--- config.mk ---
export PLATFORM = sky130hd
export DESIGN_NAME = fpu_issue_controller_flat
export DESIGN_NICKNAME = d
export VERILOG_FILES = /design/src/rtl/fpu_issue_controller_pkg.sv /design/src/rtl/fpu_issue_controller_if.sv /design/src/rtl/fpu_watchdog_counter.sv /design/src/rtl/fpu_issue_controller.sv /design/src/flat_wrapper.sv
export SDC_FILE = /design/constraint.sdc
export NUM_CORES = 1
export LEC_CHECK = 0
export ABC_AREA = 1
export BUFFER_PORTS_ARGS = -buffer_cell sky130_fd_sc_hd__buf_4
export CAP_MARGIN = 5
export CORE_MARGIN = 2
export CORE_UTILIZATION = 37
export CTS_BUF_LIST = sky130_fd_sc_hd__clkbuf_4
export DETAILED_ROUTE_END_ITERATION = 6
export PLACE_DENSITY = 0.77
export SYNTH_ARGS = -nofsm -noshare
export SYNTH_HDL_FRONTEND = slang
export SYNTH_SLANG_ARGS = --single-unit
--- constraint.sdc ---
create_clock -name clk -period 4.15 [get_ports clk]
set_input_delay 0.6225 -clock clk [delete_from_list [all_inputs] [get_ports clk]]
set_output_delay 0.6225 -clock clk [all_outputs]
set_load 0.005 [all_outputs]
--- src/rtl/fpu_issue_controller_pkg.sv ---
// Shared opcodes, FSM state encoding and helpers for the fixed-point issue/writeback stage.
package fpu_issue_controller_pkg;

  localparam logic [1:0] FPU_ADD     = 2'd0;
  localparam logic [1:0] FPU_SUB     = 2'd1;
  localparam logic [1:0] FPU_MUL     = 2'd2;
  localparam logic [1:0] FPU_SQRT    = 2'd3;
  // ADD doubles as the idle code: it parks the FPU's MUL/SQRT sequencers.
  localparam logic [1:0] FPU_IDLE_OP = FPU_ADD;

  typedef enum logic [1:0] {
    ST_IDLE = 2'd0,
    ST_ARM  = 2'd1,
    ST_WAIT = 2'd2,
    ST_DONE = 2'd3
  } state_t;

  function automatic int cnt_width(input int n);
    return (n > 1) ? $clog2(n) : 1;
  endfunction

endpackage

--- src/rtl/fpu_issue_controller_if.sv ---
// Decode-side request channel and writeback-side result channel of the FPU issue stage.
interface fpu_issue_controller_if #(
  parameter int WIDTH    = 32,
  parameter int RD_WIDTH = 5
);
  logic                req_valid;
  logic                req_ready;
  logic [1:0]          req_op;
  logic [WIDTH-1:0]    req_operand_1;
  logic [WIDTH-1:0]    req_operand_2;
  logic [RD_WIDTH-1:0] req_rd;

  logic                wb_valid;
  logic                wb_ready;
  logic [WIDTH-1:0]    wb_result;
  logic [RD_WIDTH-1:0] wb_rd;
  logic                wb_timeout;

  modport master (
    output req_valid, req_op, req_operand_1, req_operand_2, req_rd,
    input  req_ready,
    input  wb_valid, wb_result, wb_rd, wb_timeout,
    output wb_ready
  );

  modport slave (
    input  req_valid, req_op, req_operand_1, req_operand_2, req_rd,
    output req_ready,
    output wb_valid, wb_result, wb_rd, wb_timeout,
    input  wb_ready
  );
endinterface

--- src/rtl/fpu_watchdog_counter.sv ---
// Per-op watchdog: counts stalled WAIT cycles and flags the abort point, saturating there.
module fpu_watchdog_counter
  import fpu_issue_controller_pkg::*;
#(
  parameter int TIMEOUT_CYCLES = 64
) (
  input  logic clk,
  input  logic reset,
  input  logic clear,
  input  logic enable,
  output logic terminal
);
  localparam int             CW   = cnt_width(TIMEOUT_CYCLES);
  localparam logic [CW-1:0] LAST = CW'(TIMEOUT_CYCLES - 1);

  logic [CW-1:0] count_reg;

  always_ff @(posedge clk or posedge reset) begin
    if (reset) begin
      count_reg <= '0;
    end else if (clear) begin
      count_reg <= '0;
    end else if (enable && !terminal) begin
      count_reg <= count_reg + CW'(1);
    end
  end

  assign terminal = (count_reg == LAST);
endmodule

--- src/rtl/fpu_issue_controller.sv ---
// Issues one fixed-point op at a time to the FPU, captures its result (or a watchdog abort)
// and holds it for writeback under backpressure.
module fpu_issue_controller
  import fpu_issue_controller_pkg::*;
#(
  parameter int WIDTH          = 32,
  parameter int RD_WIDTH       = 5,
  parameter int TIMEOUT_CYCLES = 64
) (
  input  logic                  clk,
  input  logic                  reset,
  input  logic                  flush,
  fpu_issue_controller_if.slave bus,
  output logic [WIDTH-1:0]      fpu_operand_1,
  output logic [WIDTH-1:0]      fpu_operand_2,
  output logic [1:0]            fpu_operation,
  input  logic [WIDTH-1:0]      fpu_result,
  input  logic                  fpu_ready,
  output logic                  busy
);
  state_t              state_reg, state_next;
  logic [1:0]          op_reg, op_next;
  logic [WIDTH-1:0]    operand_1_reg, operand_1_next;
  logic [WIDTH-1:0]    operand_2_reg, operand_2_next;
  logic [RD_WIDTH-1:0] rd_reg, rd_next;
  logic [WIDTH-1:0]    result_reg, result_next;
  logic                timeout_reg, timeout_next;
  logic                valid_reg, valid_next;
  logic                wd_clear, wd_enable, wd_terminal;

  // Counter only runs while waiting on a stalled FPU; any other state re-arms it.
  assign wd_clear  = (state_reg != ST_WAIT);
  assign wd_enable = (state_reg == ST_WAIT) && !fpu_ready;

  fpu_watchdog_counter #(
    .TIMEOUT_CYCLES(TIMEOUT_CYCLES)
  ) u_watchdog (
    .clk     (clk),
    .reset   (reset),
    .clear   (wd_clear),
    .enable  (wd_enable),
    .terminal(wd_terminal)
  );

  always_ff @(posedge clk or posedge reset) begin
    if (reset) begin
      state_reg     <= ST_IDLE;
      op_reg        <= FPU_IDLE_OP;
      operand_1_reg <= '0;
      operand_2_reg <= '0;
      rd_reg        <= '0;
      result_reg    <= '0;
      timeout_reg   <= 1'b0;
      valid_reg     <= 1'b0;
    end else begin
      state_reg     <= state_next;
      op_reg        <= op_next;
      operand_1_reg <= operand_1_next;
      operand_2_reg <= operand_2_next;
      rd_reg        <= rd_next;
      result_reg    <= result_next;
      timeout_reg   <= timeout_next;
      valid_reg     <= valid_next;
    end
  end

  // ARM always advances: fpu_ready there can be left over from the previous op.
  always_comb begin
    state_next = state_reg;
    if (flush) begin
      state_next = ST_IDLE;
    end else begin
      case (state_reg)
        ST_IDLE: if (bus.req_valid) state_next = ST_ARM;
        ST_ARM:  state_next = ST_WAIT;
        ST_WAIT: if (fpu_ready || wd_terminal) state_next = ST_DONE;
        ST_DONE: if (bus.wb_ready) state_next = ST_IDLE;
        default: state_next = ST_IDLE;
      endcase
    end
  end

  always_comb begin
    op_next        = op_reg;
    operand_1_next = operand_1_reg;
    operand_2_next = operand_2_reg;
    rd_next        = rd_reg;
    result_next    = result_reg;
    timeout_next   = timeout_reg;
    valid_next     = valid_reg;
    if (flush) begin
      op_next    = FPU_IDLE_OP;
      valid_next = 1'b0;
    end else begin
      case (state_reg)
        ST_IDLE: begin
          if (bus.req_valid) begin
            op_next        = bus.req_op;
            operand_1_next = bus.req_operand_1;
            operand_2_next = bus.req_operand_2;
            rd_next        = bus.req_rd;
          end
        end
        ST_WAIT: begin
          // A ready pulse on the abort cycle still delivers the real result.
          if (fpu_ready) begin
            result_next  = fpu_result;
            timeout_next = 1'b0;
            op_next      = FPU_IDLE_OP;
            valid_next   = 1'b1;
          end else if (wd_terminal) begin
            result_next  = '0;
            timeout_next = 1'b1;
            op_next      = FPU_IDLE_OP;
            valid_next   = 1'b1;
          end
        end
        ST_DONE: begin
          if (bus.wb_ready) valid_next = 1'b0;
        end
        default: begin
        end
      endcase
    end
  end

  assign bus.req_ready  = (state_reg == ST_IDLE);
  assign busy           = (state_reg != ST_IDLE);
  assign bus.wb_valid   = valid_reg;
  assign bus.wb_result  = result_reg;
  assign bus.wb_rd      = rd_reg;
  assign bus.wb_timeout = timeout_reg;
  assign fpu_operand_1  = operand_1_reg;
  assign fpu_operand_2  = operand_2_reg;
  assign fpu_operation  = op_reg;
endmodule

--- src/flat_wrapper.sv ---
// flat-port wrapper written by rule: the top's interface ports become plain ports
module fpu_issue_controller_flat import fpu_issue_controller_pkg::*;
#(
  parameter int WIDTH          = 32,
  parameter int RD_WIDTH       = 5,
  parameter int TIMEOUT_CYCLES = 64
)
  (clk, reset, flush, fpu_operand_1, fpu_operand_2, fpu_operation, fpu_result, fpu_ready, busy, bus_req_valid, bus_req_op, bus_req_operand_1, bus_req_operand_2, bus_req_rd, bus_req_ready, bus_wb_valid, bus_wb_result, bus_wb_rd, bus_wb_timeout, bus_wb_ready);
  fpu_issue_controller_if #(.WIDTH(WIDTH), .RD_WIDTH(RD_WIDTH)) bus_i ();
  input  logic clk;
  input  logic reset;
  input  logic flush;
  output logic [WIDTH-1:0] fpu_operand_1;
  output logic [WIDTH-1:0] fpu_operand_2;
  output logic [1:0] fpu_operation;
  input  logic [WIDTH-1:0] fpu_result;
  input  logic fpu_ready;
  output logic busy;
  input wire logic [$bits(bus_i.req_valid)-1:0] bus_req_valid;
  input wire logic [$bits(bus_i.req_op)-1:0] bus_req_op;
  input wire logic [$bits(bus_i.req_operand_1)-1:0] bus_req_operand_1;
  input wire logic [$bits(bus_i.req_operand_2)-1:0] bus_req_operand_2;
  input wire logic [$bits(bus_i.req_rd)-1:0] bus_req_rd;
  output wire logic [$bits(bus_i.req_ready)-1:0] bus_req_ready;
  output wire logic [$bits(bus_i.wb_valid)-1:0] bus_wb_valid;
  output wire logic [$bits(bus_i.wb_result)-1:0] bus_wb_result;
  output wire logic [$bits(bus_i.wb_rd)-1:0] bus_wb_rd;
  output wire logic [$bits(bus_i.wb_timeout)-1:0] bus_wb_timeout;
  input wire logic [$bits(bus_i.wb_ready)-1:0] bus_wb_ready;
  assign bus_i.req_valid = bus_req_valid;
  assign bus_i.req_op = bus_req_op;
  assign bus_i.req_operand_1 = bus_req_operand_1;
  assign bus_i.req_operand_2 = bus_req_operand_2;
  assign bus_i.req_rd = bus_req_rd;
  assign bus_req_ready = bus_i.req_ready;
  assign bus_wb_valid = bus_i.wb_valid;
  assign bus_wb_result = bus_i.wb_result;
  assign bus_wb_rd = bus_i.wb_rd;
  assign bus_wb_timeout = bus_i.wb_timeout;
  assign bus_i.wb_ready = bus_wb_ready;
  fpu_issue_controller #(.WIDTH(WIDTH), .RD_WIDTH(RD_WIDTH), .TIMEOUT_CYCLES(TIMEOUT_CYCLES)) u_core (.clk(clk), .reset(reset), .flush(flush), .bus(bus_i), .fpu_operand_1(fpu_operand_1), .fpu_operand_2(fpu_operand_2), .fpu_operation(fpu_operation), .fpu_result(fpu_result), .fpu_ready(fpu_ready), .busy(busy));
endmodule
Word-level counts from Yosys, hierarchy flattened
Cells that the tools add are included.
{"block": "totals", "ff_bits": 113, "elab_cells": 56}
{"block": "op_classes", "addsub": 1, "eq_ne": 9, "mux": 20, "bitwise_logic": 1, "reduce_logical": 16}
{"cell": "two-way mux 32 bit", "n": 2}
{"cell": "two-way mux 2 bit", "n": 8}
{"cell": "AND reduction 3 bit", "n": 5}
{"cell": "two-way mux 6 bit", "n": 2}
{"cell": "inequality test 3 bit, second input constant", "n": 3}
{"cell": "one-hot mux 2 bit (4 select lines)", "n": 1}
{"cell": "adder 6 x 1 -> 6 bit, second input constant", "n": 1}
{"cell": "equality test 6 bit, second input constant", "n": 1}
{"cell": "nonzero test 2 bit", "n": 3}
{"cell": "nonzero test 3 bit", "n": 2}
{"cell": "two-way mux 1 bit", "n": 5}
{"cell": "equality test 2 bit, second input constant", "n": 2}
{"cell": "inequality test 4 bit, second input constant", "n": 1}
{"cell": "one-hot mux 2 bit (2 select lines)", "n": 1}
{"cell": "equality test 2 x 1 -> 1 bit, second input constant", "n": 1}
{"cell": "logical AND 1 bit", "n": 2}
{"cell": "zero test 1 bit", "n": 2}
{"cell": "zero test 2 bit", "n": 1}
{"cell": "inequality test 2 bit, second input constant", "n": 1}
{"cell": "one-hot mux 1 bit (2 select lines)", "n": 1}
{"cell": "logical OR 1 bit", "n": 1}
{"cell": "NOT 1 bit", "n": 1}

Logic depth before layout (Yosys ltp)
{"block": "logic_depth", "depth_word": 5, "depth_mapped": 9, "ltp_nobuf": 8}

Hierarchy
A second synthesis with hierarchy kept.
{"block": "hier_totals", "cells_unflattened": 542, "area_unflattened_um2": 5089.9}
{"mod": "fpu_issue_controller", "n_inst": 1, "cells_each": 488, "area_per_inst_um2": 4700.8, "seq_area_each_um2": 2677.6}
{"mod": "fpu_watchdog_counter", "n_inst": 1, "cells_each": 54, "area_per_inst_um2": 389.1, "seq_area_each_um2": 150.1}

Least setup slack after synthesis
No wires, ideal clock.
{"block": "synth_path", "path_kind": "reg-to-reg", "start": "register u_core.state_reg[0]", "end": "register u_core.operand_1_reg[10], in the netlist u_core.fpu_operand_1[10]", "setup_ns": 0.125, "arrival_time_ns": 1.440, "required_time_ns": 4.025, "setup_slack_ns": 2.585, "stages_incl_launch_ff": 7, "n_path_buf": 2, "path_cell_list": "dfrtp_1 > inv_1 > ha_1 > nand3_2 > buf_6 > buf_6 > mux2_4"}
{"block": "synth_between", "elab_chain_cells": 2}
{"element": "start: declaration", "line": "fpu_issue_controller.sv:21", "source": "state_t state_reg, state_next;"}
{"element": "start signal: assignment", "line": "fpu_issue_controller.sv:56", "source": "state_reg <= state_next;"}
{"element": "zero test 2 bit"}
{"element": "net bus_req_ready", "line": "flat_wrapper.sv:24", "source": "output wire logic [$bits(bus_i.req_ready)-1:0] bus_req_ready;"}
{"element": "AND reduction 3 bit (no source line)"}
{"element": "end signal: assignment", "line": "fpu_issue_controller.sv:58", "source": "operand_1_reg <= operand_1_next;"}
{"element": "end: declaration", "line": "fpu_issue_controller.sv:23", "source": "logic [WIDTH-1:0] operand_1_reg, operand_1_next;"}
The timed path passes the listed nets, and every way through them passes these cells.
A chain may end at the register's enable or synchronous reset.

Worst setup path in the final report
{"block": "layout_path", "start": "register u_core.state_reg[0]", "end": "register u_core.rd_reg[3], in the netlist u_core.bus.wb_rd[3]"}
{"block": "layout_between", "elab_chain_cells": 2}
{"element": "zero test 2 bit", "line": "fpu_issue_controller.sv:95", "source": "case (state_reg)"}
{"element": "AND reduction 3 bit (no source line)"}
{"element": "end signal: assignment", "line": "fpu_issue_controller.sv:60", "source": "rd_reg <= rd_next;"}
{"element": "end: declaration", "line": "fpu_issue_controller.sv:25", "source": "logic [RD_WIDTH-1:0] rd_reg, rd_next;"}
Every way passes these cells.

==> metrics.md <==
| Metric | Value |
|---|---|
| Max incr delay on CP | `about 0.60 ns` |
| Final Hold Fails | `0` |
| First-pass GRT wire length | `17700 um` |
| Seq cells post-synth | `approximately 110` |
| Hold Path Class | `input port to async pin` |
| Die area | `13200 um2` |
| Fin crit share | `0.548` |
| Overall Power | `0.00464 W` |
| Nets@finish | `716` |
| Cells after Synth | `383` |
| Clk sinks | `113` |
| CP arrival | `2.65 ns` |
| CORE AREA | `12000 um2` |
| Register-to-Register Path Depth | `5` |
| RSZ-0062 raised after global routing | `false` |
| Via count | `3589` |
| Area growth from synthesis to layout | `46.0%` |
| CTS root buffer | `clkbuf_4` |
| Slew Viols, Final | `0` |
| Starting density of the core | `0.380` |
| Worst slew pin tran | `0.796 ns` |
| Ys flop type | `dfrtp_1` |
| Leak pwr | `3.45 nW` |
| DR top layer | `met4` |
| Post-Syn Nets | `around 500` |
| Worst-skew pair later-pin latency | `0.50 ns` |
| Hold slack final | `0.292 ns` |
| Critical Path, Cell by Cell | `inv_1 > ha_1 > nand3_4 > buf_4 > mux2_2` |
| Clock Power Share | `0.216` |
| Slowest cell on crit path | `buf_4` |
| Antenna violations before repair | `0` |
| Clock-pin slew on the worst setup and hold paths | `0.10 ns` |
| Yosys cell types | `20` |
| Largest net degree at the start of global routing | `67` |
| Max-Cap Viols | `0` |
| Post-layout min period | `2.27 ns` |
| NetSw | `0.00133 W` |
| Drt wl/cell | `approximately 15 um` |
| Final ANT Viol Nets | `0` |
| DRC | `0` |
| DR pass1 iterations | `6` |
| F_max | `~440 MHz` |
| # diodes | `0` |
| Max Root-Sink Buffers | `2` |
| Post-CTS Setup Repair Bufs | `0` |
| Critical Path RT | `4.53 ns` |
| Die Wd | `115 um` |
| Avg Vias per Cell | `roughly 4.7` |
| Post-CTS Resized | `0` |
| Storage cell area | `2830 um2` |
| Clock Skew | `~0.015 ns` |
| Post-synth EDFFs | `0` |
| Num ports | `216` |
| Post-Route WL | `11300 um` |
| FILL cells | `approximately 1100` |
| Slew HR | `0.469` |
| Met1 Wirelength | `between 4000 and 5000 um` |
| Met2 wire len | `5830 um` |
| Vias in the first global route | `roughly 3600` |
| Setup violations, final | `0` |
| Area of the multi-input gates | `1590 um2` |
| CP Capture Type | `flop` |
| Sw Share | `0.287` |
| Share of total power in sequential cells | `0.412` |
| Status | `complete, no violations` |
| Hpwl dp | `8280 um` |
| Power per cell area | `roughly 700 nW/um2` |
| Crit path max fanout | `47` |
| H-tree depth | `4` |
| Avg Cell Area, Syn | `11.9 um2` |
| Buffers plus inverters on the worst setup path | `2` |
| Setup TNS | `0 ns` |
| YS warnings | `0` |
| Logic pwr share | `0.372` |
| DR WL met3 | `662 um` |
| Congestion Overflow GR | `0` |
| Worst r2r dst | `u_core.bus.wb_rd[3]` |
| Mapped Area | `4560 um2` |
| Power Internal | `0.00331 W` |
| Peak VDD IR | `0.339 mV` |
| CP delay by family, top | `buffers and inverters` |
| Layout cells sized above 1 | `0.523` |
| Final core occ | `0.554` |
| Sequential element share of the synthesized area | `0.620` |
| CTS Buf Count | `17` |
| FFs w/ async S/R, synth | `1.00` |
| First-iteration detailed-routing DRC count | `around 220` |
| Vert. Die Dim | `115 um` |
| WS Path Type | `flop to flop` |
| Routability cong. | `0.833` |
| Reg2Reg Setup Slack | `1.88 ns` |
| GRT Total Usage | `0.173` |
| Nature of the critical path startpoint | `flop` |
| Hold-fix buffers at CTS | `0` |
| Num rows | `40` |
| PortBufs | `about 220` |
| CTS tree | `yes` |
| Reg-to-Reg Start | `u_core.state_reg[0]` |
final cells by class:
| cell class | count | share of cell area |
|---|---|---|
| inverter | 14 | 0.00827 |
| sequential | 113 | 0.425 |
| clock inverter | 13 | 0.0323 |
| tap | 147 | 0.0276 |
| multi-input combinational | 238 | 0.239 |
| clock buffer | 19 | 0.0214 |
| timing repair buffer | 219 | 0.247 |
power groups by stage:
stage	clock (W)	combinational [W]	sequential, W
after floorplan	0	0.000672	0.00193
after global placement	0	0.00170	0.00191
after detailed placement	0	0.00175	0.00193
after CTS	0.00104	0.00175	0.00191
after global routing	0.00109	0.00189	0.00198
final	0.00100	0.00173	0.00191
Yosys cell counts, types with 2 or more instances:
cell	n	share of area
buf_6	2	0.0049
clkbuf_1	4	0.0033
inv_1	13	0.011
mux2_2	59	0.15
dfrtp_1	113	0.62
nand3_1	43	0.047
mux2_4	10	0.033
o21ai_0	9	0.0099
buf_2	12	0.013
ha_1	4	0.011
nand3_2	2	0.0044
nand4_1	2	0.0027
nor2_1	9	0.0074
nand2_1	95	0.078
metal layers:
layer | global-route usage | vias to the layer above
li1 | - | 1715
met1 | 0.199 | 1729
met2 | 0.296 | 121
met3 | 0.0543 | 24
met4 | 0.0803 | 0
met5 | 0 | -
cells by family (layout without fill, tap and decap cells):
group                      count (synthesis)  after routing  synth area share
adders and majority gates                  4              4            0.0110
AOI/OAI and AO/OA                         12             12            0.0145
buffers and inverters                     32            265            0.0329
muxes                                     69             69             0.179
DFF                                      113            113             0.620
and+or+nand+nor                          153            153             0.143
metrics by stage:
stage / worst slack [ns] / instance area (um2) / instances
2_1_floorplan: 0.540 / 4560 / 383
3_3_place_gp: 1.94 / 6300 / 731
3_5_place_dp: 1.87 / 6300 / 731
4_1_cts: 1.87 / 6660 / 763
5_1_grt: 1.70 / 6660 / 763
6_report: 1.88 / 6660 / 763
cell usage in the layout (no fill, tap or decap), types with 4 or more instances in the layout:
cell       instances
buf_4            219
bufinv_16          6
clkbuf_4          19
clkinv_1           4
dfrtp_1          113
ha_1               4
inv_1             12
mux2_2            59
mux2_4            10
nand2_1           95
nand3_1           43
nor2_1             9
o21ai_0            9
how the worst max path moves through the flow:
| stage | startpoint | end | slack [ns] | cells after the start |
|---|---|---|---|---|
| final | u_core.state_reg[0] | u_core.bus.wb_rd[3] | 1.88 | 5 |
| after global routing | u_core.state_reg[0] | u_core.bus.wb_rd[3] | 1.70 | 5 |
| after CTS | u_core.state_reg[0] | u_core.fpu_operand_2[30] | 1.87 | 5 |
| after detailed placement | u_core.state_reg[0] | u_core.bus.wb_rd[1] | 1.87 | 5 |
| after global placement | flush | u_core.bus.wb_rd[3] | 1.94 | 5 |
| after floorplan | reset | u_core.bus.wb_rd[0] | 0.54 | 1 |
No activity file was read; power rests on OpenSTA's default activity.
